## src/rtl/gpu_core_if.sv

```systemverilog
// gpu_core_if: memory handshake bundle between gpu_core and its data memory.
//   rd_data_M  memory -> core  read data
//   ready_M    memory -> core  access complete
//   wr_data_M  core -> memory  write data
//   addr_M     core -> memory  access address
//   enable_M   core -> memory  00 idle, 01 read, 10 write
// Modport master is the core side, slave is the memory side.
interface gpu_core_if #(
  parameter int REG_W  = 8,
  parameter int ADDR_W = 8
);
  logic [REG_W-1:0]  rd_data_M;
  logic              ready_M;
  logic [REG_W-1:0]  wr_data_M;
  logic [ADDR_W-1:0] addr_M;
  logic [1:0]        enable_M;

  modport master (
    input  rd_data_M, ready_M,
    output wr_data_M, addr_M, enable_M
  );

  modport slave (
    output rd_data_M, ready_M,
    input  wr_data_M, addr_M, enable_M
  );
endinterface

```

## src/rtl/gpu_core.sv

```systemverilog
// gpu_core: single-issue scalar compute core. On Start it latches a block of
// NUM_INSN instructions (and optionally an R0 seed), executes them in order one
// per cycle, performs LD/ST through a blocking memory handshake, and raises
// Ready after a READY instruction or after the last instruction of the block.
//
// Ports:
//   clk           system clock, rising edge
//   reset         asynchronous, active-low reset
//   init_R0_flag  on Start: 1 = seed R0 from init_R0_data, 0 = R0 cleared
//   init_R0_data  R0 seed value
//   insn_data     instruction block, insn k at [(k+1)*INSN_W-1 : k*INSN_W]
//   Start         one-cycle launch pulse, honoured only while idle
//   Ready         1 = idle / block finished
//   mem           memory handshake (gpu_core_if.master)
//
// Build option: define GPU_CORE_SAT_ARITH_EN to make ADD saturate at
// 2^REG_W-1 and SUB saturate at 0 (unsigned); otherwise both wrap.
module gpu_core #(
  parameter int REG_W    = 8,
  parameter int ADDR_W   = 8,
  parameter int INSN_W   = 16,
  parameter int OPC_W    = 4,
  parameter int NUM_INSN = 16
) (
  input  logic                       clk,
  input  logic                       reset,
  input  logic                       init_R0_flag,
  input  logic [REG_W-1:0]           init_R0_data,
  input  logic [NUM_INSN*INSN_W-1:0] insn_data,
  input  logic                       Start,
  output logic                       Ready,
  gpu_core_if.master                 mem
);

  localparam int PC_W = (NUM_INSN > 1) ? $clog2(NUM_INSN) : 1;
  localparam int NREG = 16;

  localparam logic [OPC_W-1:0] OP_ADD   = OPC_W'(1);
  localparam logic [OPC_W-1:0] OP_SUB   = OPC_W'(2);
  localparam logic [OPC_W-1:0] OP_AND   = OPC_W'(3);
  localparam logic [OPC_W-1:0] OP_OR    = OPC_W'(4);
  localparam logic [OPC_W-1:0] OP_XOR   = OPC_W'(5);
  localparam logic [OPC_W-1:0] OP_CMPGE = OPC_W'(6);
  localparam logic [OPC_W-1:0] OP_LD    = OPC_W'(7);
  localparam logic [OPC_W-1:0] OP_ST    = OPC_W'(8);
  localparam logic [OPC_W-1:0] OP_READY = OPC_W'(9);

  localparam logic [1:0] EN_IDLE = 2'b00;
  localparam logic [1:0] EN_RD   = 2'b01;
  localparam logic [1:0] EN_WR   = 2'b10;

  typedef enum logic [1:0] {S_IDLE, S_EXEC, S_MEM, S_DONE} state_t;

  state_t            state_q, state_d;
  logic [PC_W-1:0]   pc_q, pc_d;
  logic              ready_q, ready_d;
  logic [1:0]        en_q, en_d;
  logic [ADDR_W-1:0] addr_q, addr_d;
  logic [REG_W-1:0]  wdata_q, wdata_d;
  logic              first_q, first_d;
  logic [INSN_W-1:0] insn_q [NUM_INSN];
  logic [INSN_W-1:0] insn_d [NUM_INSN];
  logic [REG_W-1:0]  regs_q [NREG];
  logic [REG_W-1:0]  regs_d [NREG];

  function automatic logic [REG_W-1:0] add_op(input logic [REG_W-1:0] a,
                                              input logic [REG_W-1:0] b);
`ifdef GPU_CORE_SAT_ARITH_EN
    logic [REG_W:0] sum;
    sum = {1'b0, a} + {1'b0, b};
    return sum[REG_W] ? '1 : sum[REG_W-1:0];
`else
    return a + b;
`endif
  endfunction

  function automatic logic [REG_W-1:0] sub_op(input logic [REG_W-1:0] a,
                                              input logic [REG_W-1:0] b);
`ifdef GPU_CORE_SAT_ARITH_EN
    return (a < b) ? '0 : a - b;
`else
    return a - b;
`endif
  endfunction

  // Decode of the instruction at PC
  logic [INSN_W-1:0] cur;
  logic [OPC_W-1:0]  opc;
  logic [3:0]        rd, rs0, rs1;
  logic [REG_W-1:0]  op_a, op_b, alu_res;
  logic              alu_wr;
  logic              last;
  logic [PC_W-1:0]   pc_next;

  always_comb begin
    cur     = insn_q[pc_q];
    opc     = cur[INSN_W-1 -: OPC_W];
    rd      = cur[11:8];
    rs0     = cur[7:4];
    rs1     = cur[3:0];
    op_a    = regs_q[rs0];
    op_b    = regs_q[rs1];
    last    = (pc_q == PC_W'(NUM_INSN - 1));
    pc_next = last ? '0 : pc_q + 1'b1;
  end

  always_comb begin
    alu_res = '0;
    alu_wr  = 1'b1;
    case (opc)
      OP_ADD:   alu_res = add_op(op_a, op_b);
      OP_SUB:   alu_res = sub_op(op_a, op_b);
      OP_AND:   alu_res = op_a & op_b;
      OP_OR:    alu_res = op_a | op_b;
      OP_XOR:   alu_res = op_a ^ op_b;
      OP_CMPGE: alu_res = (op_a >= op_b) ? REG_W'(1) : '0;
      default:  alu_wr  = 1'b0;
    endcase
  end

  always_comb begin
    state_d = state_q;
    pc_d    = pc_q;
    ready_d = ready_q;
    en_d    = en_q;
    addr_d  = addr_q;
    wdata_d = wdata_q;
    first_d = first_q;
    insn_d  = insn_q;
    regs_d  = regs_q;

    case (state_q)
      S_IDLE: begin
        if (Start) begin
          for (int k = 0; k < NUM_INSN; k++) begin
            insn_d[k] = insn_data[k*INSN_W +: INSN_W];
          end
          for (int r = 0; r < NREG; r++) begin
            regs_d[r] = '0;
          end
          regs_d[0] = init_R0_flag ? init_R0_data : '0;
          pc_d      = '0;
          ready_d   = 1'b0;
          state_d   = S_EXEC;
        end
      end

      S_EXEC: begin
        if (opc == OP_LD || opc == OP_ST) begin
          // PC holds on the memory instruction until the access completes
          addr_d  = ADDR_W'(op_a);
          en_d    = (opc == OP_LD) ? EN_RD : EN_WR;
          if (opc == OP_ST) wdata_d = op_b;
          first_d = 1'b1;
          state_d = S_MEM;
        end else begin
          if (alu_wr) regs_d[rd] = alu_res;
          pc_d = pc_next;
          if (opc == OP_READY || last) state_d = S_DONE;
        end
      end

      S_MEM: begin
        // ready_M in the first MEM cycle may be stale from the memory's view
        // of the previous access, so it is not trusted.
        if (first_q) begin
          first_d = 1'b0;
        end else if (mem.ready_M) begin
          if (en_q == EN_RD) regs_d[rd] = mem.rd_data_M;
          en_d    = EN_IDLE;
          pc_d    = pc_next;
          state_d = last ? S_DONE : S_EXEC;
        end
      end

      S_DONE: begin
        ready_d = 1'b1;
        state_d = S_IDLE;
      end

      default: state_d = S_IDLE;
    endcase
  end

  always_ff @(posedge clk or negedge reset) begin
    if (!reset) begin
      state_q <= S_IDLE;
      pc_q    <= '0;
      ready_q <= 1'b1;
      en_q    <= EN_IDLE;
      addr_q  <= '0;
      wdata_q <= '0;
      first_q <= 1'b0;
      for (int k = 0; k < NUM_INSN; k++) insn_q[k] <= '0;
      for (int r = 0; r < NREG; r++) regs_q[r] <= '0;
    end else begin
      state_q <= state_d;
      pc_q    <= pc_d;
      ready_q <= ready_d;
      en_q    <= en_d;
      addr_q  <= addr_d;
      wdata_q <= wdata_d;
      first_q <= first_d;
      insn_q  <= insn_d;
      regs_q  <= regs_d;
    end
  end

  assign Ready         = ready_q;
  assign mem.enable_M  = en_q;
  assign mem.addr_M    = addr_q;
  assign mem.wr_data_M = wdata_q;

endmodule

```

## src/flat_wrapper.sv

```systemverilog
// flat-port wrapper written by rule: the top's interface ports become plain ports
module gpu_core_flat 
#(
  parameter int REG_W    = 8,
  parameter int ADDR_W   = 8,
  parameter int INSN_W   = 16,
  parameter int OPC_W    = 4,
  parameter int NUM_INSN = 16
)
  (clk, reset, init_R0_flag, init_R0_data, insn_data, Start, Ready, mem_rd_data_M, mem_ready_M, mem_wr_data_M, mem_addr_M, mem_enable_M);
  gpu_core_if #(.REG_W(REG_W), .ADDR_W(ADDR_W)) mem_i ();
  input  logic clk;
  input  logic reset;
  input  logic init_R0_flag;
  input  logic [REG_W-1:0] init_R0_data;
  input  logic [NUM_INSN*INSN_W-1:0] insn_data;
  input  logic Start;
  output logic Ready;
  input wire logic [$bits(mem_i.rd_data_M)-1:0] mem_rd_data_M;
  input wire logic [$bits(mem_i.ready_M)-1:0] mem_ready_M;
  output wire logic [$bits(mem_i.wr_data_M)-1:0] mem_wr_data_M;
  output wire logic [$bits(mem_i.addr_M)-1:0] mem_addr_M;
  output wire logic [$bits(mem_i.enable_M)-1:0] mem_enable_M;
  assign mem_i.rd_data_M = mem_rd_data_M;
  assign mem_i.ready_M = mem_ready_M;
  assign mem_wr_data_M = mem_i.wr_data_M;
  assign mem_addr_M = mem_i.addr_M;
  assign mem_enable_M = mem_i.enable_M;
  gpu_core #(.REG_W(REG_W), .ADDR_W(ADDR_W), .INSN_W(INSN_W), .OPC_W(OPC_W), .NUM_INSN(NUM_INSN)) u_core (.clk(clk), .reset(reset), .init_R0_flag(init_R0_flag), .init_R0_data(init_R0_data), .insn_data(insn_data), .Start(Start), .Ready(Ready), .mem(mem_i));
endmodule
```

## config.mk

```make
export PLATFORM = sky130hd
export DESIGN_NAME = gpu_core_flat
export DESIGN_NICKNAME = d
export VERILOG_FILES = /design/src/rtl/gpu_core_if.sv /design/src/rtl/gpu_core.sv /design/src/flat_wrapper.sv
export SDC_FILE = /design/constraint.sdc
export NUM_CORES = 1
export LEC_CHECK = 0
export ABC_CLOCK_PERIOD_IN_PS = 11700
export BUFFER_PORTS_ARGS = -buffer_cell sky130_fd_sc_hd__buf_2
export CAP_MARGIN = 40
export CORE_ASPECT_RATIO = 0.9
export CORE_UTILIZATION = 64
export CTS_CLUSTER_SIZE = 10
export DETAILED_ROUTE_END_ITERATION = 6
export GPL_ROUTABILITY_DRIVEN = 0
export MAX_ROUTING_LAYER = met4
export PLACE_DENSITY_LB_ADDON = 0.3
export SYNTH_ARGS = -nofsm -noshare
export SYNTH_HDL_FRONTEND = slang
export SYNTH_SLANG_ARGS = --single-unit
export TNS_END_PERCENT = 10
```

## constraint.sdc

```tcl
create_clock -name clk -period 11.7 [get_ports clk]
set_input_delay 0.585 -clock clk [delete_from_list [all_inputs] [get_ports clk]]
set_output_delay 0.585 -clock clk [all_outputs]
set_load 0.03 [all_outputs]
```

---- Word-level counts from Yosys, hierarchy flattened ----
Cells that the tools add are included.
word-level totals
  flip-flop bits (word level) ............. 410
  bits of input ports ..................... 277
  output and inout bits ................... 19
  logic and storage cells ................. 140
operators by class
  add/subtract/negate cells ............... 3
  magnitude comparators ................... 6
  equality and inequality tests ........... 22
  mux-type cells .......................... 46
  bitwise logic cells ..................... 7
  reduce and logical (&&, ||, !) cells .... 17
operators by type and width
  cell                  number
  $mux W128             6
  $pmux W128 S3         1
  $bwmux W128           2
  $bmux W16 S4          1
  $bmux W8 S4           2
  $mux W8               6
  $pmux W8 S6           1
  $demux W8 S4          1
  $mux W16              2
  $ge A5 B5 Y1 const B  4
  $mux W2               10
  $mux W4               5
  $not A4 Y5            4
  $eq A4 B3 Y1 const B  4
  $eq A4 B4 Y1 const B  3
  $pmux W4 S3           1
  $add A8 B8 Y8         1
  $and A8 B8 Y8         1
  $eq A4 B2 Y1 const B  2
  $ge A8 B8 Y1          1
  $ne A2 B2 Y1 const B  4
  $or A8 B8 Y8          1
  $pmux W2 S4           1
  $reduce_and A2 Y1     4
  22 further kinds      33

---- Depth between registers and ports, before layout ----
  depth in word-level cells ............... 15
  depth in mapped cells ................... 31
  gate-level depth less buffers ........... 24

---- Worst setup path after synthesis ----
OpenSTA, ideal clock, no wires.
  path kind ............................... reg-to-reg
  from .................................... register u_core.pc_q[0]
  to ...................................... register u_core.regs_q[14] (netlist name)
  library setup time ...................... 0.131 ns
  data arrival time ....................... 5.721 ns
  data required time ...................... 11.569 ns
  setup slack ............................. 5.849 ns
  cell stages (with the launch flop) ...... 30
  path buffers ............................ 10
  clock period less this slack ............ 5.851 ns
  cell sequence ........................... dfrtp_1 > buf_6 > buf_8 > buf_8 > buf_8 > buf_8 > mux4_2 > nand3_1 > nand3_1 > clkbuf_1 > clkbuf_1 > clkbuf_1 > buf_1 > nand2_1 > a311oi_1 > a31o_2 > inv_1 > ha_1 > nor2b_1 > o21ai_0 > a21oi_1 > o21ai_0 > nor2_1 > a32oi_1 > a21oi_1 > a21oi_1 > clkbuf_1 > o211ai_1 > a221oi_1 > nor3_1
between the ends
  longest elaborated chain between the ends .. 14
  elaborated cells between the ends (all ways) .. 46
  classes of those cells .................. add/sub (2); order compare (2); eq/ne (10); mux (21); bitwise (7); reduce/logical (4)
ends and longest elaborated chain
  what                                            RTL line                        source
  start: declaration                              gpu_core.sv:55                  logic [PC_W-1:0] pc_q, pc_d;
  start signal: assignment                        gpu_core.sv:198                 pc_q <= pc_d;
  $not A4 Y5 (not written as such) *              gpu_core.sv:96                  cur = insn_q[pc_q];
  $bmux W16 S4 *                                  gpu_core.sv:96
  $mux W16 (not written as such) * (2 in a row)   gpu_core.sv:96
  $not A4 Y5 (not written as such) *              gpu_core.sv:102                 op_b = regs_q[rs1];
  $bmux W8 S4 *                                   gpu_core.sv:102
  $mux W8 (not written as such) * (2 in a row)    gpu_core.sv:102
  named net u_core.op_b[2]                        gpu_core.sv:90                  logic [REG_W-1:0] op_a, op_b, alu_res;
  $sub A8 B8 Y8 or $add A8 B8 Y8 (tied branches)  gpu_core.sv:82, gpu_core.sv:73
  $pmux W8 S6 *                                   gpu_core.sv:110                 case (opc)
  $bwmux W128 *                                   gpu_core.sv:157                 if (alu_wr) regs_d[rd] = alu_res;
  $mux W128 *                                     gpu_core.sv:157
  $mux W128 *                                     gpu_core.sv:149                 if (opc == OP_LD || opc == OP_ST) begin
  $pmux W128 S3 *                                 gpu_core.sv:132                 case (state_q)
  end signal: assignment                          gpu_core.sv:205                 regs_q <= regs_d;
  end: declaration                                gpu_core.sv:63                  logic [REG_W-1:0] regs_q [NREG];
The timed path passes the listed nets; every way through them passes the cells marked *. The select of a mux whose other input is x is not followed.
A chain may end at the register's enable or synchronous reset.

---- Final worst setup path ----
  from .................................... register u_core.pc_q[2]
  to ...................................... register u_core.regs_q[22] (netlist name)
Same word-level chain as after synthesis.

==> impl_metrics.csv <==
group,metric,value,unit
cts,cts.reportedPaths.clkPinSlew,0.06,ns
floorplan,number_of_cell_rows,66,
layout,multi_input_area,12600,sq um
cts,clock_tree.htree_level_count,2,
synthesis,yosysSeqAreaShare,43.1,%
worst_setup_path,cp.arrival,7.59,ns
global_routing,number_of_global_route_vias_before_repair,20600,
timing,setup_tns,0,ns
cts,cts_inserted_buffers,48,
synthesis,post_synth_instance_area,23800,sq um
outcome,violations,"DRC",
hold_path,worst_min_delay_path_class,"in -> async",
cts,postCtsHoldBufs,0,
worst_setup_path,worst_ep_required_time,12.19,ns
cts,postCtsSetupBuffers,0,
global_routing,grt_antenna_before_repair,30,
synthesis,synthArstFlopShare,100,%
cts,clk-insertion-delay-late,0.59,ns
timing,worst_slew_pin_tran,1.00,ns
timing,maxSlewHeadroom,33.3,%
layout,layout.cells.non_filler,2978,
timing,finalCritPeriodShare,60.7,%
synthesis,largest_family_of_logic_cells_by_synthesized_area,"multiplexers",
timing,rsz0062_at_grt,"no",
synthesis,synth_edf_count,0,
synthesis,postSynthRegisterBits,410,
routing,routed_wl,76000,microns
synthesis,synthesis.instances,2252,
synthesis,avgSynthCellArea,10.6,sq um
worst_setup_path,timing.critical_path.from_type,"flop",
layout,fillCellCount,2382,
layout,areaGrowthSynthToFinish,13.6,%
global_routing,grt_remaining_overflow,0,
routing,detail-route-antenna-nets,0,
flow_run,maxCapViolCount,0,
outcome,result_of_the_run,"finished, violations left",
timing,whs,0.0930,ns
layout,drive_gt1_share,32.3,%
routing,vias,20900,
global_routing,grt_start_max_net_pins,127,
synthesis,yosysWarnings,0,
synthesis,synth_simple_gate_area_share,8.22,%
timing,report.final.hold_viol_count,0,
cts,cts_root_buf,"clkbuf_16",
synthesis,mappedNetlistNets,2559,
routing,vias_per_cell,7.01,
synthesis,synth_ff_type,"dfrtp_1",
cts,clock_tree_from_tritoncts,"built",
floorplan,design.portCount,296,
cts,cts_buffer_depth,3,
timing,fmax,141,MHz
cts,clkSinkCount,410,
routing,average_wire_per_standard_cell,25.5,microns
floorplan,floorplan.die.height,185,microns
floorplan,fp.dieArea,37900,sq um
synthesis,muxShareOfSynthArea,24.6,%
placed_design,dp_worst_setup_slack,4.85,ns
placed_design,total_instance_count_after_detailed_placement,2879,
layout,seqCellArea,10300,sq um
layout,mostFrequentLayoutCells,"dfrtp_1, buf_2, mux2_2",
layout,mostFrequentLayoutCell,"dfrtp_1",
routing,detail_route.first_pass.iterations,7,
worst_setup_path,rr_worst_depth,24,
floorplan,die_width,205,microns
synthesis,post_synth_xor_area_fraction,0.0368,%
synthesis,synth_fa_ha_area_share,1.64,%
timing,timing.final.setup_violations,0,
layout,layout.nets,2760,
worst_setup_path,setup.worst_path.class,"reg -> reg",
routing,detail_route.iter0.violations,2853,
timing,final.setup_skew,0.0346,ns
timing,fin_ws,4.60,ns
synthesis,post_synth_num_cell_types,72,
routing,drt_drc_violations_left,1,
global_routing,global_route_wire_length_before_repair,117000,microns
worst_setup_path,critical_path_peak_fanout,46,
cts,cts_resized,0,
timing,final_max_slew_viol_count,0,
placed_design,numPortBuffers,295,
floorplan,design.core.area,36300,sq um
synthesis,synth.largest_area_cell,"dfrtp_1",
floorplan,start_util,65.5,%
global_routing,groute.usage.overall,41.4,%
placed_design,post-dp-hpwl,50400,microns
synthesis,synth_compound_gate_area_share,18.2,%
synthesis,leading_post_synthesis_cells_by_cell_area,"dfrtp_1, mux2_2, mux4_2, o21ai_0, mux2i_1",
worst_setup_path,end_kind,"flop",
synthesis,area_fraction_of_the_dominant_cell_type_after_synthesis,43.0,%
timing,finalCriticalPeriod,7.10,ns
==> metrics by stage <==
stage | utilization (%) | instance area (sq um)
after floorplan | - | 23800
after global placement | 69.7 | 25300
after detailed placement | 70.3 | 25600
after CTS | 74.2 | 26900
after global routing | 74.4 | 27000
final | 74.4 | 27000
==> layer usage <==
| layer | vias to the layer above | global-route usage, % | wire (microns) |
|---|---|---|---|
| met5 | - | - | 0 |
| met4 | 0 | 21.8 | 4500 |
| met3 | 367 | 11.0 | 9390 |
| met2 | 1579 | 60.9 | 34400 |
| met1 | 10100 | 52.7 | 27600 |
| li1 | 8804 | - | - |
==> flip-flops by register name (all words and copies together) (netlist names) <==
name and count:
u_core.Ready 1, u_core.mem.addr_M 8, u_core.mem.enable_M 2, u_core.mem.wr_data_M 8, u_core.regs_q 128, u_core.pc_q 4
u_core.insn_q 256, u_core.state_q 2, u_core.first_q 1
==> kinds of logic after synthesis <==
kind of cell | count (synthesis)
multiplexers | 467
AND/OR/NAND/NOR | 432
buffers and inverters | 229
adder cells (fa/ha/maj) | 30
flip-flops | 410
XOR/XNOR | 1
AO/OA/AOI/OAI | 683
==> cell usage after synthesis, drive strengths merged (10+ instances only) <==
cell type,n
dfrtp,409
mux2,292
o21ai,241
nand2,164
a21oi,153
clkbuf,152
nor2,120
mux2i,112
o22a,78
mux4,63
buf,41
a211oi,40
nand3,37
inv,36
o211ai,30
ha,28
nor2b,27
nor3,27
a31oi,19
a221oi,16
nand2b,13
o31ai,13
a32oi,12
o21a,10
==> layout make-up <==
type,count,area share (%)
repair buffers,344,7.35
clock inverters,6,0.403
inverters,36,0.500
diodes,31,0.287
flip-flops and latches,410,38.0
multi-input cells,1613,46.5
well taps,476,2.20
clock buffers,62,4.75
==> final timing paths <==
path                                start                  to  slack [ns]
max                        u_core.pc_q[2]   u_core.regs_q[22]        4.60
max in group asynchronous           reset  u_core.regs_q[107]       10.23
min                                 reset  u_core.insn_q[118]        0.09
min in group clk           insn_data[186]   u_core.insn_q[74]        0.23
max reg2reg                u_core.pc_q[2]   u_core.regs_q[22]        4.60
min reg2reg                u_core.first_q      u_core.first_q        0.48
==> worst max-delay path, stage by stage (launching register included) <==
cell	delay (ns)
dfrtp_2	0.35
buf_4	0.58
mux2i_1	0.20
mux4_2	0.51
mux2i_4	0.14
buf_4	0.46
buf_4	0.54
mux2i_1	0.25
nand2_1	0.07
a311oi_1	0.38
a31o_2	0.25
inv_1	0.09
ha_1	0.24
fa_1	0.45
o21bai_1	0.18
a21oi_1	0.14
o21bai_1	0.26
nand3_1	0.11
o21ai_0	0.09
nor3_1	0.10
buf_4	0.21
o21ai_2	0.64
buf_6	0.27
o221ai_1	0.12
a221oi_1	0.28
Power is not shown: default switching activity piles up to over one toggle a cycle in this logic, so the estimate is an artifact.
